File: config.mk
export PLATFORM = sky130hd
export DESIGN_NAME = north_skew_scheduler
export DESIGN_NICKNAME = d
export VERILOG_FILES = /design/src/rtl/north_skew_scheduler.sv
export SDC_FILE = /design/constraint.sdc
export NUM_CORES = 1
export LEC_CHECK = 0
export ABC_CLOCK_PERIOD_IN_PS = 6700
export CAP_MARGIN = 5
export CELL_PAD_IN_SITES_DETAIL_PLACEMENT = 0
export CELL_PAD_IN_SITES_GLOBAL_PLACEMENT = 1
export CORE_MARGIN = 2
export CORE_UTILIZATION = 43
export CTS_CLUSTER_DIAMETER = 120
export CTS_CLUSTER_SIZE = 16
export DETAILED_ROUTE_END_ITERATION = 8
export MAX_ROUTING_LAYER = met4
export PLACE_DENSITY_LB_ADDON = 0.1
export SYNTH_ARGS = -nofsm -noshare
export SYNTH_HDL_FRONTEND = slang
export SYNTH_SLANG_ARGS = --single-unit
File: constraint.sdc
create_clock -name i_clk -period 6.7 [get_ports i_clk]
set_input_delay 2.01 -clock i_clk [delete_from_list [all_inputs] [get_ports i_clk]]
set_output_delay 2.01 -clock i_clk [all_outputs]
set_load 0.05 [all_outputs]
File: src/rtl/north_skew_scheduler.sv
// Feeds the top row of a systolic array from per-column north FIFOs, issuing
// reads on a one-step diagonal skew so column i starts i steps after column 0.
module north_skew_scheduler #(
    parameter int COL    = 3,
    parameter int W_DATA = 8,
    parameter int W_LEN  = 8
) (
    input  logic                    i_clk,
    input  logic                    i_rst_n,
    input  logic                    i_start,
    input  logic [W_LEN-1:0]        i_len,
    input  logic                    i_stall,
    input  logic [COL-1:0]          i_fifo_empty,
    input  logic [COL-1:0]          i_fifo_dv,
    input  logic [COL*W_DATA-1:0]   i_fifo_data,
    output logic [COL-1:0]          o_read_enable,
    output logic [COL*W_DATA-1:0]   o_pe_data,
    output logic [COL-1:0]          o_pe_valid,
    output logic                    o_busy,
    output logic                    o_done,
    output logic                    o_underflow,
    output logic [1:0]              o_dbg_state
);

    // Step counter is wide enough for L+COL-1 with a spare bit, so it never wraps.
    localparam int T_W = W_LEN + $clog2(COL) + 1;

    typedef enum logic [1:0] {
        IDLE  = 2'd0,
        RUN   = 2'd1,
        DRAIN = 2'd2,
        DONE  = 2'd3
    } state_t;

    state_t           state;
    logic [W_LEN-1:0] len_q;
    logic [T_W-1:0]   t_q;
    logic [T_W-1:0]   t_next;
    logic [T_W-1:0]   last_t;
    logic [COL-1:0]   due;
    logic [COL-1:0]   re_q;
    logic             advance;

    assign o_dbg_state = state;
    assign t_next      = t_q + T_W'(1);
    assign last_t      = T_W'(len_q) + T_W'(COL - 1);

    always_comb begin
        due = '0;
        for (int i = 0; i < COL; i++) begin
            if (state == RUN && t_q >= T_W'(i) && t_q < T_W'(i) + T_W'(len_q)) begin
                due[i] = 1'b1;
            end
        end
    end

    // A step is all-or-nothing: any empty due column or a stall holds every column.
    assign advance       = (state == RUN) && !i_stall && ((due & i_fifo_empty) == '0);
    assign o_read_enable = advance ? due : '0;

    always_ff @(posedge i_clk or negedge i_rst_n) begin
        if (!i_rst_n) begin
            state  <= IDLE;
            len_q  <= '0;
            t_q    <= '0;
            o_busy <= 1'b0;
            o_done <= 1'b0;
        end else begin
            case (state)
                IDLE: begin
                    if (i_start && i_len != '0) begin
                        state  <= RUN;
                        len_q  <= i_len;
                        t_q    <= '0;
                        o_busy <= 1'b1;
                    end
                end
                RUN: begin
                    if (advance) begin
                        t_q <= t_next;
                        if (t_next == last_t) begin
                            state <= DRAIN;
                        end
                    end
                end
                DRAIN: begin
                    state  <= DONE;
                    o_busy <= 1'b0;
                    o_done <= 1'b1;
                end
                DONE: begin
                    state  <= IDLE;
                    o_done <= 1'b0;
                end
                default: state <= IDLE;
            endcase
        end
    end

    // Capture path runs every cycle so in-flight data lands even after RUN ends.
    always_ff @(posedge i_clk or negedge i_rst_n) begin
        if (!i_rst_n) begin
            o_pe_data   <= '0;
            o_pe_valid  <= '0;
            re_q        <= '0;
            o_underflow <= 1'b0;
        end else begin
            o_pe_valid <= i_fifo_dv;
            re_q       <= o_read_enable;
            for (int i = 0; i < COL; i++) begin
                if (i_fifo_dv[i]) begin
                    o_pe_data[W_DATA*(COL-i)-1 -: W_DATA] <= i_fifo_data[W_DATA*(COL-i)-1 -: W_DATA];
                end
            end
            if ((re_q & ~i_fifo_dv) != '0) begin
                o_underflow <= 1'b1;
            end
        end
    end

endmodule

==> Flow_metrics.wiki <==
{| class="wikitable"
! Metric !! Value
|-
| Resized cells post-CTS || 0
|-
| Cell count after synthesis || 355
|-
| Fraction of synthesis flops using an asynchronous set or reset pin || 100%
|-
| CTS Buf Count || 5
|-
| Number of global-route vias before repair || 2825
|-
| Netlist cell types || 55
|-
| Wire length of the first global-routing pass || 14300 µm
|-
| Worst clock skew || 0.00984 ns
|-
| Number of antenna violations at the first check in global routing || 0
|-
| Worst path slowest cell || sky130_fd_sc_hd__a41oi_1
|-
| Aggregate negative setup slack || 0 ns
|-
| Chip Width || 95.8 µm
|-
| Clk root buf || sky130_fd_sc_hd__clkbuf_8
|-
| Library cell with the largest summed area after synthesis || sky130_fd_sc_hd__dfrtp_1
|-
| Starting density of the core || 44.3%
|-
| Count of antenna-violating nets left after detailed routing || 0
|-
| Share of the synthesized area in the top cell type || 37.3%
|-
| Remaining routing DRC violations || 0
|-
| Number of placement rows || 33
|-
| Tightest Pin Transition || 0.676 ns
|-
| Net count of the finished layout || 501
|-
| Total power || 1.65 mW
|-
| Area of the core || 8180 µm²
|-
| Family with the most delay on the worst path || simple AND/OR/NAND/NOR gates
|-
| Data required time of the critical path || 4.69 ns
|-
| Total I/O pin count || 77
|-
| Slew headroom || 54.9%
|-
| Number of hold-repair buffers added at the cts stage || 0
|-
| Number of hold-slack violations in the final timing report || 0
|-
| Worst-Skew Late Latency || 0.31 ns
|-
| H-Tree Depth || 2
|-
| Iter 0 DRT Violations || 141
|-
| Average routed wire per standard cell || 16.6 µm
|-
| Max IR drop VDD || 198 µV
|-
| Outcome || finished, final reports clean
|-
| Highest attainable clock frequency || 0.166 GHz
|-
| Mapped Avg Cell Area || 10.2 µm²
|-
| Placed wire-length estimate after detailed placement || 6670 µm
|-
| Flip-flop and latch count after synthesis || 54
|-
| Worst hold slack || 0.479 ns
|-
| Max Root-Sink Buffers || 2
|-
| Cell with the most instances after synthesis || sky130_fd_sc_hd__dfrtp_1
|-
| Number of flops mapped to enable cells by yosys || 0
|-
| Via density || 5.57
|-
| Maximum fanout along the worst path || 12
|-
| Final clock period utilization by the worst path || 89.9%
|-
| Mapped Area || 3620 µm²
|-
| Port Buf Inserts || 76
|-
| Number of maximum-capacitance constraint violations || 0
|-
| Antenna fix cells || 0
|-
| Total wire length after detailed routing || 8780 µm
|-
| Die area || 9170 µm²
|-
| Post-CTS setup buffers || 0
|-
| Global placement routability congestion || 0.910
|-
| Most area-consuming cells after synthesis || sky130_fd_sc_hd__dfrtp_1 (37%), sky130_fd_sc_hd__ha_1 (12%), sky130_fd_sc_hd__mux2_2 (9.9%)
|-
| Sequential share of the synthesized area || 37.3%
|-
| CTS tree || built
|-
| Vert. Die Dim || 95.8 µm
|-
| Ratio of cells with drive above 1 in the final layout || 12.9%
|-
| Area grow syn2layout || 24.0%
|-
| Standby leakage power || 1.89 nW
|-
| Element type at the critical path start || input pin
|-
| Count of synthesis-stage warnings from yosys || 0
|-
| RSZ-0062 raised after global routing || false
|-
| CTS clk-pin slew, worst paths || 0.09 ns
|-
| Pin count of the biggest net entering global routing || 55
|-
| Data arrival time of the worst path || 4.01 ns
|-
| Final Critical Period || 6.02 ns
|-
| Kind of critical path || in -> out
|-
| Power density over cell area || 367 nW/µm²
|-
| Clock tree sinks || 54
|-
| Overflow after GRT || 0
|-
| Most instantiated flip-flop cell in the synthesis netlist || sky130_fd_sc_hd__dfrtp_1
|-
| Overall track demand over capacity in global routing || 20.4%
|-
| Final setup violation count || 0
|-
| Path type of the worst min-delay path || reg -> reg
|-
| Sort of element at the end of the critical path || output pin
|-
| 1st-pass router iterations || 4
|-
| Worst Path Buf+Inv || 2
|-
| Max-slew violation count || 0
|-
| Cell types with the highest counts after synthesis || sky130_fd_sc_hd__dfrtp_1 (54), sky130_fd_sc_hd__ha_1 (35), sky130_fd_sc_hd__mux2_2 (32)
|-
| Via Count || 2953
|-
| Cells traversed along the worst timing path || clkdlybuf4s50_1 -> nand2b_1 -> a41oi_1 -> nand3_2 -> nor3_1 -> buf_4
|-
| Post-Syn Nets || 432
|-
| Worst path max stage delay || 0.51 ns
|}
[routing by layer]
metal  share of wire (%)  vias to the layer above  GRT usage [%]
li1                    -                     1455              -
met1                  49                     1397           28.4
met2                  44                       88           31.2
met3                 5.8                       13           2.74
met4                 1.6                        0           6.19
met5                   0                        -              -
[path summary, 6_finish.rpt]
check                          from          endpoint  slack [ns]  cells past startpoint
max                         i_stall  o_read_enable[0]        0.68                      6
min                         re_q[2]       o_underflow        0.48                      2
max reg2reg                len_q[1]            t_q[6]        3.04                     11
min reg2reg                 re_q[2]       o_underflow        0.48                      2
max in group asynchronous   i_rst_n    o_dbg_state[0]        4.44                      2
min in group asynchronous   i_rst_n     o_pe_data[21]        1.82                      2
[worst min-delay path, delay by kind of cell (launching register included)]
kind | cells | cell delay [ns]
simple gates | 2 | 0.12
flops | 1 | 0.33
[sequential cells by signal (all words and copies together) (netlist names)]
name,cells
o_dbg_state,2
o_underflow,1
o_pe_data,24
o_pe_valid,3
t_q,11
len_q,8
o_busy,1
re_q,3
o_done,1
[cells by family after synthesis]
family | Yosys count | synth area share, %
AOI/OAI and AO/OA | 65 | 12.9
xor gates and xnor gates | 17 | 4.32
adders and majority gates | 35 | 12.1
buffers and inverters | 35 | 5.63
DFF | 54 | 37.3
muxes | 35 | 10.8
and+or+nand+nor | 114 | 17.0
[report_power, final]
group / internal (mW) / switching (mW)
Clock: 0.112 / 0.107
Combinational: 0.387 / 0.519
Sequential: 0.397 / 0.127
Total: 0.896 / 0.753
[final cells by class]
cell class | instances | area, µm²
inverters | 20 | 75.1
well taps | 105 | 131
fillers | 738 | 3680
clock inverters | 2 | 37.5
multi-input cells | 266 | 2070
repair buffers | 77 | 756
clock buffers | 6 | 72.6
flip-flops and latches | 54 | 1350
[cell usage in the layout (no fill, tap or decap), types with 7 or more instances in the layout]
cell                              Yosys  final
sky130_fd_sc_hd__a21oi_1             12     12
sky130_fd_sc_hd__clkdlybuf4s50_1      0     72
sky130_fd_sc_hd__dfrtp_1             54     54
sky130_fd_sc_hd__ha_1                35     35
sky130_fd_sc_hd__inv_1               20     20
sky130_fd_sc_hd__mux2_2              32     32
sky130_fd_sc_hd__nand2_1             20     20
sky130_fd_sc_hd__nand3_1             22     22
sky130_fd_sc_hd__nand4_1             12     12
sky130_fd_sc_hd__nor2_1              17     17
sky130_fd_sc_hd__nor3_1              13     13
sky130_fd_sc_hd__o211ai_1             7      7
sky130_fd_sc_hd__o21ai_0             12     12
sky130_fd_sc_hd__xnor2_1             15     15
[stage by stage]
stage | std cells | util [%] | worst slack [ns] | instance area [µm²]
after floorplan | 355 | - | 0.756 | 3620
after global placement | 522 | 53.6 | 0.775 | 4380
after detailed placement | 522 | 53.6 | 0.682 | 4380
after CTS | 530 | 54.9 | 0.671 | 4490
after global routing | 530 | 54.9 | 0.550 | 4490
final | 530 | 54.9 | 0.678 | 4490
Note: power is estimated with default switching activity, not from simulation.
==> RTL change 1, RTL diff (config.mk and constraints unchanged) <==
`W_LEN`: 8 -> 16.
--- a/src/rtl/north_skew_scheduler.sv
+++ b/src/rtl/north_skew_scheduler.sv
@@ -5,3 +5,3 @@
     parameter int W_DATA = 8,
-    parameter int W_LEN  = 8
+    parameter int W_LEN  = 16
 ) (
Ports: changed (resized i_len); port bits go from 77 to 85. No check against the original RTL was run, so the function may have changed too.
==> RTL change 1 against the unedited design <==
- synthesized area grew 40%
- count of clock-buffer cells in the layout up 3
- power increased by 31%
- wire length increased by 47%
- design area grew 40%
- sequential cell count is 16 higher
- critical path depth is 7 higher
- synthesized cell count increased by 49%
- die area rose by 38%
- critical endpoint is now o_read_enable[2]
- setup slack got worse by 0.32 ns
==> RTL change 1: results (changes against the unedited design) <==
global-route wire length before repair=21400 µm (was 14300 µm); share of the yosys chip area belonging to registers=0.345 (was 0.373); fillcell total=1045 (was 738); number of distinct library cells after synthesis=51 (was 55); number of optimization iterations in the first detailed-route pass=5 (was 4); pin count of the biggest net entering global routing=71 (was 55); maximum fanout count along the critical path=7 (was 12); xor-xnor portion of the synthesized cell area=0.0966 (was 0.0432); proportion of synthesized area in mux cells=0.0968 (was 0.108); cell with the largest stage delay on the worst path=sky130_fd_sc_hd__clkdlybuf4s50_1 (was sky130_fd_sc_hd__a41oi_1); worst setup slack before clock tree synthesis=0.662 ns (was 0.682 ns); synthesized-area fraction occupied by adder cells=0.143 (was 0.121); cell internal power dissipation=1.24 mW (was 896 µW); peak supply drop=257 µV (was 198 µV); number of nets at the end of the flow=715 (was 501); port bufs=84 (was 76); worst slew pin tran=0.939 ns (was 0.676 ns); setup clock skew after layout=0.00539 ns (was 0.00984 ns); Comb group=1.07 mW (was 905 µW); clock-pin transition on the worst setup and hold timing paths=0.06 ns (was 0.09 ns); CP Data Arrival Time=4.33 ns (was 4.01 ns); HPWL after detailed placement=10100 µm (was 6670 µm); worst-skew pair later-pin latency=0.34 ns (was 0.31 ns); synthesized netlist net count=637 (was 432); static leakage power=2.68 nW (was 1.89 nW); global placement routability congestion=0.891 (was 0.910); post-synthesis compound-gate area fraction=0.0978 (was 0.129); number of buffers added by the clock tree synthesis step=9 (was 5); registers with the most flip-flops=o_pe_data x24, t_q x19, len_q x16 (was o_pe_data x24, t_q x11, len_q x8); reported clock group power=466 µW (was 219 µW); cells taking the most area after synthesis=sky130_fd_sc_hd__dfrtp_1 (34%), sky130_fd_sc_hd__ha_1 (14%), sky130_fd_sc_hd__mux2_2 (8.9%) (was sky130_fd_sc_hd__dfrtp_1 (37%), sky130_fd_sc_hd__ha_1 (12%), sky130_fd_sc_hd__mux2_2 (9.9%)); run status=finished clean (unchanged); GRT Overall Usage=0.217 (was 0.204); overall routed net length=12900 µm (was 8780 µm); max incr delay on CP=0.86 ns (was 0.51 ns); Vias/cell=5.52 (was 5.57); Clock Tree Root=sky130_fd_sc_hd__clkbuf_16 (was sky130_fd_sc_hd__clkbuf_8); ratio of cells with drive above 1 in the final layout=0.108 (was 0.129); Synth top cells by count=sky130_fd_sc_hd__dfrtp_1 (70), sky130_fd_sc_hd__ha_1 (58), sky130_fd_sc_hd__xnor2_1 (47) (was sky130_fd_sc_hd__dfrtp_1 (54), sky130_fd_sc_hd__ha_1 (35), sky130_fd_sc_hd__mux2_2 (32)); First DRT Iteration DRCs=200 (was 141); Clock H-tree levels=3 (was 2)
## RTL change 1: cell types whose count changed in the layout (fill, tap and decap cells not counted), sizes merged, moves of 7 or more
| cell | before | now |
|---|---|---|
| a21oi | 12 | 31 |
| clkdlybuf4s50 | 72 | 83 |
| dfrtp | 54 | 70 |
| ha | 35 | 58 |
| inv | 20 | 39 |
| mux2 | 32 | 41 |
| nand2 | 21 | 33 |
| nor4 | 3 | 19 |
| o21ai | 13 | 25 |
| or3 | 6 | 15 |
| xnor2 | 15 | 47 |
| xor2 | 2 | 9 |
## RTL change 1: final timing paths
path / startpoint / end / slack (ns) / cells past startpoint
hold / removal: re_q[2]$_DFF_PN0_ / o_underflow$_DFFE_PN0P_ / 0.47 / 2
setup reg to reg: len_q[1]$_DFFE_PN0P_ / o_dbg_state[1]$_DFFE_PN0P_ / 2.35 / 14
min in group asynchronous: i_rst_n / t_q[0]$_DFFE_PN0P_ / 1.75 / 1
hold reg to reg: re_q[2]$_DFF_PN0_ / o_underflow$_DFFE_PN0P_ / 0.47 / 2
max in group asynchronous: i_rst_n / t_q[13]$_DFFE_PN0P_ / 4.27 / 1
setup / recovery: len_q[1]$_DFFE_PN0P_ / o_read_enable[2] / 0.36 / 13
## RTL change 1: per-stage QoR
step | util | power [mW] | hold slack (ns) | std cells | cell area [µm²]
2_1_floorplan | - | 1.39 | 0.433 | 529 | 5080
3_3_place_gp | 0.524 | 1.68 | 0.450 | 739 | 6010
3_5_place_dp | 0.524 | 1.70 | 0.460 | 739 | 6010
4_1_cts | 0.550 | 2.18 | 0.474 | 754 | 6300
5_1_grt | 0.550 | 2.32 | 0.509 | 754 | 6300
6_report | 0.550 | 2.16 | 0.468 | 754 | 6300
## RTL change 1: cell families (layout without fill, tap and decap cells)
| family | after synthesis | count (layout) |
|---|---|---|
| and+or+nand+nor | 165 | 165 |
| AOI/OAI and AO/OA | 79 | 79 |
| DFF | 70 | 70 |
| adders and majority gates | 58 | 58 |
| buffers and inverters | 57 | 139 |
| xor gates and xnor gates | 56 | 56 |
| muxes | 44 | 44 |
## RTL change 1: metal layers
metal	vias to the layer above	global-route usage	part of all wire
li1	2041	-	-
met1	2032	0.291	0.49
met2	75	0.339	0.47
met3	14	0.0300	0.026
met4	0	0.0772	0.013
met5	-	-	0
## RTL change 1: final cells by class
| class | count | share of cell area |
|---|---|---|
| clock buffer | 9 | 0.0357 |
| clock inverter | 6 | 0.0101 |
| inverter | 39 | 0.0232 |
| multi-input combinational | 402 | 0.490 |
| sequential | 70 | 0.278 |
| tap | 143 | 0.0284 |
| timing repair buffer | 85 | 0.134 |
==> RTL change 2, RTL diff (config.mk and constraints unchanged) <==
Made on the original files. Reset style: synchronous (`i_rst_n`), changed in 2 clocked blocks.
--- a/src/rtl/north_skew_scheduler.sv
+++ b/src/rtl/north_skew_scheduler.sv
@@ -60,3 +60,3 @@
 
-    always_ff @(posedge i_clk or negedge i_rst_n) begin
+    always_ff @(posedge i_clk) begin
         if (!i_rst_n) begin
@@ -100,3 +100,3 @@
     // Capture path runs every cycle so in-flight data lands even after RUN ends.
-    always_ff @(posedge i_clk or negedge i_rst_n) begin
+    always_ff @(posedge i_clk) begin
         if (!i_rst_n) begin
Check against the original RTL: differs if i_rst_n is asserted again (counterexample within 4 cycles, from zero or initial values and one cycle with i_rst_n low); with i_rst_n held inactive, the same outputs for 10 cycles.
==> RTL change 2 against the unedited design <==
- critical path depth grew 5
- synthesized cell count is 9.9% higher
- via count decreased by 0.54%
- wire length is 6.4% lower
- design area fell by 5.9%
- setup slack got worse by 0.053 ns
- global-route usage increased by 0.67 points
- synthesized area down 8.0%
- maximum frequency fell by 0.88%
- count of clock-buffer cells in the layout stayed put
- sequential cell count stayed put
- utilization grew 0.61 points
- critical path type is now flip-flop to output port
- critical endpoint unchanged
Power is not compared: it rests on default switching activity, and its combinational part moved more than twofold at a synthesized area within 25%.
==> RTL change 2: results (changes against the unedited design) <==
run status=finished clean (unchanged); Vias/cell=5.28 (was 5.57); instance count after placement with tap cells included=548 (was 522); global placement routability congestion=0.824 (was 0.910); fmax=0.165 GHz (was 0.166 GHz); number of optimization iterations in the first detailed-route pass=7 (was 4); critical path type=flip-flop to output port (was input port to output port); number of distinct library cells after synthesis=52 (was 55); number of nets at the end of the flow=530 (was 501); cells taking the most area after synthesis=sky130_fd_sc_hd__dfxtp_1 (32%), sky130_fd_sc_hd__ha_1 (13%), sky130_fd_sc_hd__mux2i_1 (8.1%) (was sky130_fd_sc_hd__dfrtp_1 (37%), sky130_fd_sc_hd__ha_1 (12%), sky130_fd_sc_hd__mux2_2 (9.9%)); post-synthesis average cell area=8.54 µm² (was 10.2 µm²); xor-xnor portion of the synthesized cell area=0.0552 (was 0.0432); post-synthesis compound-gate area fraction=0.136 (was 0.129); maximum fanout count along the critical path=8 (was 12); area of all sequential standard cells=0.00108 mm² (was 0.00135 mm²); ratio of cells with drive above 1 in the final layout=0.0396 (was 0.129); synthesized netlist net count=467 (was 432); M3 GR Usage=0.0320 (was 0.0274); cell with the largest stage delay on the worst path=sky130_fd_sc_hd__clkdlybuf4s50_1 (was sky130_fd_sc_hd__a41oi_1); FF+latch count=54 (unchanged); count of multi-input combinational gates=297 (was 266); First DRT Iteration DRCs=121 (was 141); GRT Overall Usage=0.211 (was 0.204); destination of the worst register-to-register timing path=t_q[2]$_SDFFE_PN0P_ (was t_q[6]$_DFFE_PN0P_); Worst Hold Launch=re_q[2]$_SDFF_PN0_ (was re_q[2]$_DFF_PN0_); Reg2Reg Setup Slack=3.01 ns (was 3.04 ns); proportion of synthesized area in mux cells=0.0811 (was 0.108); pin count of the biggest net entering global routing=51 (was 55); registers with the most flip-flops=o_pe_data x24, t_q x11, len_q x8 (unchanged); met2 GRT Util=0.327 (was 0.312); worst slew pin tran=0.990 ns (was 0.676 ns); post-synthesis async set-or-reset flop share=0 (was 1.00); share of the yosys chip area belonging to registers=0.324 (was 0.373); non-clock inverter total of the final layout=19 (was 20); sink of the worst hold path=o_underflow$_SDFFE_PN0P_ (was o_underflow$_DFFE_PN0P_); worst hold slack=0.474 ns (was 0.479 ns); setup clock skew after layout=0.0131 ns (was 0.00984 ns); clock network share of area=0.0287 (was 0.0245); beginning of the worst register-to-register path=len_q[1]$_SDFFE_PN0P_ (was len_q[1]$_DFFE_PN0P_); non-clk buf share=0.180 (was 0.168); fillcell total=711 (was 738); multi-input gate share of total cell area=0.488 (was 0.460); global-route wire length before repair=14000 µm (was 14300 µm); HPWL after detailed placement=6260 µm (was 6670 µm); number of instances resized during post-cts repair=0 (unchanged); global routing met1 resource utilization=0.293 (was 0.284); worst setup slack before clock tree synthesis=0.716 ns (was 0.682 ns); number of buffers outside the clock class in the layout=76 (was 77); TAP cells=102 (was 105); Routed wire per std cell=14.8 µm (was 16.6 µm); via count of the first global-routing pass=2841 (was 2825); max incr delay on CP=0.83 ns (was 0.51 ns)
[RTL change 2: changes by cell type after synthesis, sizes merged, moves of 7 or more]
cell    before  now
a21oi       12   31
dfrtp       54    0
dfxtp        0   54
mux2        32    0
mux2i        3   27
nor2        17   40
o211ai       7    0
[RTL change 2: logic make-up (layout without fill, tap and decap cells)]
family	Yosys count	count (layout)
AND/OR/NAND/NOR	143	143
AO/OA/AOI/OAI	71	71
flip-flops	54	54
buffers and inverters	39	103
adder cells (fa/ha/maj)	35	35
multiplexers	27	27
XOR/XNOR	21	21
[RTL change 2: metal layers]
metal,part of all wire,up-vias
li1,-,1494
met1,0.50,1377
met2,0.46,62
met3,0.037,4
met4,0.0051,0
met5,0,-
[RTL change 2: power breakdown]
group	internal, mW	leakage (nW)	switching (mW)
combinational	0.145	1.17	0.237
sequential	0.350	0.443	0.0297
clock	0.123	0.0618	0.115
